## src/rtl/mult_pkg.sv

```systemverilog
// ---------------------------------------------------------------------------
// mult_pkg
//   Shared constants and helpers for the registered unsigned multiplier.
//
//   MULT_W_DEFAULT : default operand width (8 bits)
//   MULT_LATENCY   : in_valid-to-out_valid latency in clock edges
//                    (1, or 2 when MULT_PIPE_EN is defined)
//   prod_width(w)  : full product width for w-bit operands (2*w)
//
//   Configuration macro: MULT_PIPE_EN
// ---------------------------------------------------------------------------
package mult_pkg;

    localparam int MULT_W_DEFAULT = 8;

`ifdef MULT_PIPE_EN
    localparam int MULT_LATENCY = 2;
`else
    localparam int MULT_LATENCY = 1;
`endif

    function automatic int prod_width(input int w);
        return 2 * w;
    endfunction

endpackage : mult_pkg

```

## src/rtl/mult_pp_row.sv

```systemverilog
// ---------------------------------------------------------------------------
// mult_pp_row
//   One row of the shift-and-add multiplier array (purely combinational).
//   Adds partial product (in1 AND in2_bit) << IDX to the running sum.
//
//   Parameters:
//     W    : operand width
//     IDX  : row index, i.e. the weight of the multiplier bit handled here
//   Ports:
//     sum_in   [2W-1:0] in  : running sum from the previous row
//     in1      [W-1:0]  in  : multiplicand
//     in2_bit           in  : multiplier bit IDX
//     sum_out  [2W-1:0] out : sum_in + partial product
// ---------------------------------------------------------------------------
module mult_pp_row
    import mult_pkg::*;
#(
    parameter int W   = MULT_W_DEFAULT,
    parameter int IDX = 0
) (
    input  logic [prod_width(W)-1:0] sum_in,
    input  logic [W-1:0]             in1,
    input  logic                     in2_bit,
    output logic [prod_width(W)-1:0] sum_out
);

    localparam int PW = prod_width(W);

    logic [PW-1:0] pp;

    // Zero-extend before shifting so the top bits of in1 are not lost.
    assign pp      = {{(PW - W){1'b0}}, in1 & {W{in2_bit}}} << IDX;
    assign sum_out = sum_in + pp;

endmodule : mult_pp_row

```

## src/rtl/mult_8x8_reg.sv

```systemverilog
// ---------------------------------------------------------------------------
// mult_8x8_reg
//   Registered unsigned W x W -> 2W multiplier for the FIR coefficient x
//   sample product stage. Built as a ripple of W partial-product row adders.
//
//   Ports:
//     clk                 in  : rising-edge clock
//     rst                 in  : asynchronous active-high reset
//     in_valid            in  : operands sampled on this edge when high
//     in1      [W-1:0]    in  : unsigned multiplicand
//     in2      [W-1:0]    in  : unsigned multiplier
//     out      [2W-1:0]   out : registered product, holds while idle
//     out_valid           out : one-cycle pulse aligned with a new product
//
//   Configuration macro: MULT_PIPE_EN
//     undefined : latency 1, all rows summed in one cycle
//     defined   : latency 2, register after the lower W/2 rows
// ---------------------------------------------------------------------------
module mult_8x8_reg
    import mult_pkg::*;
#(
    parameter int W = MULT_W_DEFAULT
) (
    input  logic                     clk,
    input  logic                     rst,
    input  logic                     in_valid,
    input  logic [W-1:0]             in1,
    input  logic [W-1:0]             in2,
    output logic [prod_width(W)-1:0] out,
    output logic                     out_valid
);

    localparam int PW = prod_width(W);

    // chain[i] is the sum of partial products 0..i-1.
    logic [PW-1:0] chain [0:W];
    logic          stage_valid;

    assign chain[0] = '0;

`ifdef MULT_PIPE_EN
    localparam int LO = W / 2;

    logic [W-1:0]  hi_in1;
    logic [W-1:LO] hi_in2;
    logic [PW-1:0] hi_sum;
    logic          hi_valid;

    // Mid-array register: the lower-row partial sum plus the operand bits
    // still needed by the upper rows. Loaded only on accepted pairs so idle
    // (possibly unknown) operands never enter the pipe.
    always_ff @(posedge clk or posedge rst) begin
        if (rst) begin
            hi_sum   <= '0;
            hi_in1   <= '0;
            hi_in2   <= '0;
            hi_valid <= 1'b0;
        end else begin
            hi_valid <= in_valid;
            if (in_valid) begin
                hi_sum <= chain[LO];
                hi_in1 <= in1;
                hi_in2 <= in2[W-1:LO];
            end
        end
    end

    for (genvar i = 0; i < W; i++) begin : g_row
        if (i < LO) begin : g_lo
            mult_pp_row #(.W(W), .IDX(i)) u_row (
                .sum_in  (chain[i]),
                .in1     (in1),
                .in2_bit (in2[i]),
                .sum_out (chain[i+1])
            );
        end else if (i == LO) begin : g_first_hi
            mult_pp_row #(.W(W), .IDX(i)) u_row (
                .sum_in  (hi_sum),
                .in1     (hi_in1),
                .in2_bit (hi_in2[i]),
                .sum_out (chain[i+1])
            );
        end else begin : g_hi
            mult_pp_row #(.W(W), .IDX(i)) u_row (
                .sum_in  (chain[i]),
                .in1     (hi_in1),
                .in2_bit (hi_in2[i]),
                .sum_out (chain[i+1])
            );
        end
    end

    assign stage_valid = hi_valid;
`else
    for (genvar i = 0; i < W; i++) begin : g_row
        mult_pp_row #(.W(W), .IDX(i)) u_row (
            .sum_in  (chain[i]),
            .in1     (in1),
            .in2_bit (in2[i]),
            .sum_out (chain[i+1])
        );
    end

    assign stage_valid = in_valid;
`endif

    // NOTE: state registers use non-blocking assignments so every flop
    // samples pre-edge values regardless of process evaluation order.
    always_ff @(posedge clk or posedge rst) begin
        if (rst) begin
            out       <= '0;
            out_valid <= 1'b0;
        end else begin
            out_valid <= stage_valid;
            // Hold the last product while idle.
            if (stage_valid) begin
                out <= chain[W];
            end
        end
    end

endmodule : mult_8x8_reg

```

## config.mk

```make
export PLATFORM = sky130hd
export DESIGN_NAME = mult_8x8_reg
export DESIGN_NICKNAME = d
export VERILOG_FILES = /design/src/rtl/mult_pkg.sv /design/src/rtl/mult_pp_row.sv /design/src/rtl/mult_8x8_reg.sv
export SDC_FILE = /design/constraint.sdc
export NUM_CORES = 1
export LEC_CHECK = 0
export ABC_AREA = 1
export CAP_MARGIN = 5
export CORE_MARGIN = 3
export CORE_UTILIZATION = 33
export DETAILED_ROUTE_END_ITERATION = 10
export PLACE_DENSITY = 0.57
export SKIP_CTS_REPAIR_TIMING = 1
export SLEW_MARGIN = 25
export SYNTH_ARGS = -nofsm -noshare
export SYNTH_HDL_FRONTEND = slang
export SYNTH_SLANG_ARGS = --single-unit
```

## constraint.sdc

```tcl
create_clock -name clk -period 0.8 [get_ports clk]
set_clock_uncertainty 0.05 [all_clocks]
set_input_delay 0.24 -clock clk [delete_from_list [all_inputs] [get_ports clk]]
set_output_delay 0.24 -clock clk [all_outputs]
set_load 0.02 [all_outputs]
```

==> reports/qor.yml <==
clk_pin_slew_ns: 0.06
cts_num_sinks: 17
rsz0062_at_grt: "true"
placed_cell_area_mm2: 0.00365
route.vias.total: 2447
critPathKind: "in -> reg"
synth_ff_type: "dfrtp_1"
setup_ws_ns: -2.63
violations: "setup timing"
viasPerCell: 4.39
ir_drop_uv: 1340
clock_latency_ns: 0.25
place_ws_ns: -3.44
fin_crit_sh_pct: 429
synth_edf_count: 0
antenna_found_initial: 0
pwr_density_cell_mw_per_mm2: 2590
die_h_um: 97.2
setup_viol: 32
rows: 32
wl_per_cell_um: 11.4
grt_start_max_net_pins: 18
fin_tns_setup_ns: -34.92
drive_gt1_share_pct: 39.8
max_slew_margin_pct: 84.7
fmax_ghz: 0.292
synth_nets: 466
antenna_left: 0
area_delta_synth_final_pct: 49.5
ios: 36
initial_core_util_pct: 34.8
routed_wl_mm: 6.34
cp-start-kind: "input pin"
dr.pass1.iters: 4
grt_pass1_wl_mm: 11.0
port_buffers: 35
synth.distinct_cells: 19
period_minus_slack_ns: 3.43
cts_buffer_depth: 2
p_leak_nw: 2.43
tightest_slew_ns: 0.230
end_kind: "flip-flop"
finalHoldViolCount: 0
synth_cells: 378
die_w_um: 97.2
outcome: "finished, violations left"
grt_usage_pct: 13.7
gp_congestion: 0.833
ys_seq_area_share_pct: 15.5
cts-buffers-inserted: 3
cts-root-buf: "clkbuf_8"
syn-cell-area_mm2: 0.00275
ys_async_sr_fraction_pct: 100
grt-ovfl-total: 0
first_iter_violations: 48
nets: 544
drv_slew: 0
yosysWarnings: 0
h-tree-depth: 1
coreArea_mm2: 0.00789
antenna_cells: 0
grt_pass1_vias: 2533
maxCapViolCount: 0
hp-class: "in -> async"
ys_ff_latch: 17
syn_avg_cell_area_um2: 7.27
cp.required_ns: 0.89
hpwl_mm: 5.29
final_cell_mix: "nand2_1, inv_1, buf_4, buf_6, fa_1"
drc: 0
final_common_cell: "nand2_1"
arrival_ns: 3.52
cts_tree: "done"
critical_path.max_fanout: 5
die_area_mm2: 0.00946
postLayoutCellArea_mm2: 0.00411
-- layer usage --
| layer | share of wire, % | GRT usage, % | wire length [um] | vias up |
|---|---|---|---|---|
| met4 | 0.25 | 1.28 | 16 | 0 |
| met2 | 51 | 24.7 | 3240 | 27 |
| li1 | - | - | - | 1242 |
| met3 | 2.9 | 2.51 | 182 | 2 |
| met5 | 0 | 0 | 0 | - |
| met1 | 46 | 17.9 | 2900 | 1176 |
-- critical path: stages --
cell and delay (ns):
buf_12 0.11, nand2_4 0.05, inv_2 0.03, fa_1 0.54, inv_2 0.04, fa_1 0.51, inv_1 0.05, fa_1 0.49
inv_2 0.04, fa_1 0.54, inv_2 0.05, ha_4 0.30, nand2_4 0.07, inv_2 0.05, nand2_1 0.04, nand2_1 0.06
nand2_2 0.07, nand3_2 0.06, nand2_1 0.05, nand3_1 0.06, nand2_1 0.05
-- report_power, final --
group	switching, mW	total (mW)	internal [mW]
sequential	0.230	1.41	1.18
clock	0.282	0.635	0.353
combinational	4.27	8.61	4.34
-- sequential cells by signal, indices dropped and copies added, names as in the netlist --
name and cells:
out 16, out_valid 1
-- synthesized netlist by cell type, types with 2 or more instances --
library cell    n  area, um2
clkbuf_1       15       56.3
fa_1           38        761
nor2_2          3       18.8
nand4_1         2       12.5
o21ai_1         2       10.0
a21oi_1         4       20.0
ha_1           31        388
xnor2_1         4       35.0
nand3b_1        2       15.0
dfrtp_1        17        425
nor2_1          9       33.8
o21ai_0         2       10.0
buf_2           3       15.0
inv_1          93        349
nand2_1       137        514
nand3_1        13       65.1
-- logic make-up after synthesis --
| kind of cell | Yosys count | share of synthesized area, % |
|---|---|---|
| compound gates | 9 | 1.78 |
| xor+xnor | 4 | 1.27 |
| fa+ha+maj | 69 | 41.8 |
| buf+inv | 112 | 15.4 |
| flops | 17 | 15.5 |
| simple gates | 167 | 24.2 |
-- final timing paths --
check                           slack (ns)         to  startpoint  cells past startpoint
worst max-delay path                 -2.63    out[15]      in2[2]                     21
worst min register to register        0.46     out[0]      out[0]                      2
max in group asynchronous             0.32  out_valid         rst                      3
min in group clk                      0.30  out_valid    in_valid                      2
worst max register to register       -0.10     out[5]      out[5]                      4
worst min-delay path                  0.26     out[2]         rst                      3
-- layout make-up --
type / instances / area (um2)
Inverter: 94 / 353
Sequential cell: 17 / 425
Timing Repair Buffer: 91 / 870
Clock buffer: 4 / 45.0
Multi-Input combinational cell: 249 / 2290
Tap cell: 102 / 128
Fill cell: 754 / 3780
-- metrics by stage --
step	instances	hold slack (ns)	utilization [%]	power (mW)
final	557	0.255	52.1	10.7
after global routing	557	0.264	52.1	11.7
after CTS	544	0.254	46.8	8.95
after detailed placement	540	0.428	46.3	8.27
after global placement	540	0.423	46.3	8.18
after floorplan	378	0.116	-	6.02
No activity file was read; power rests on OpenSTA's default activity.
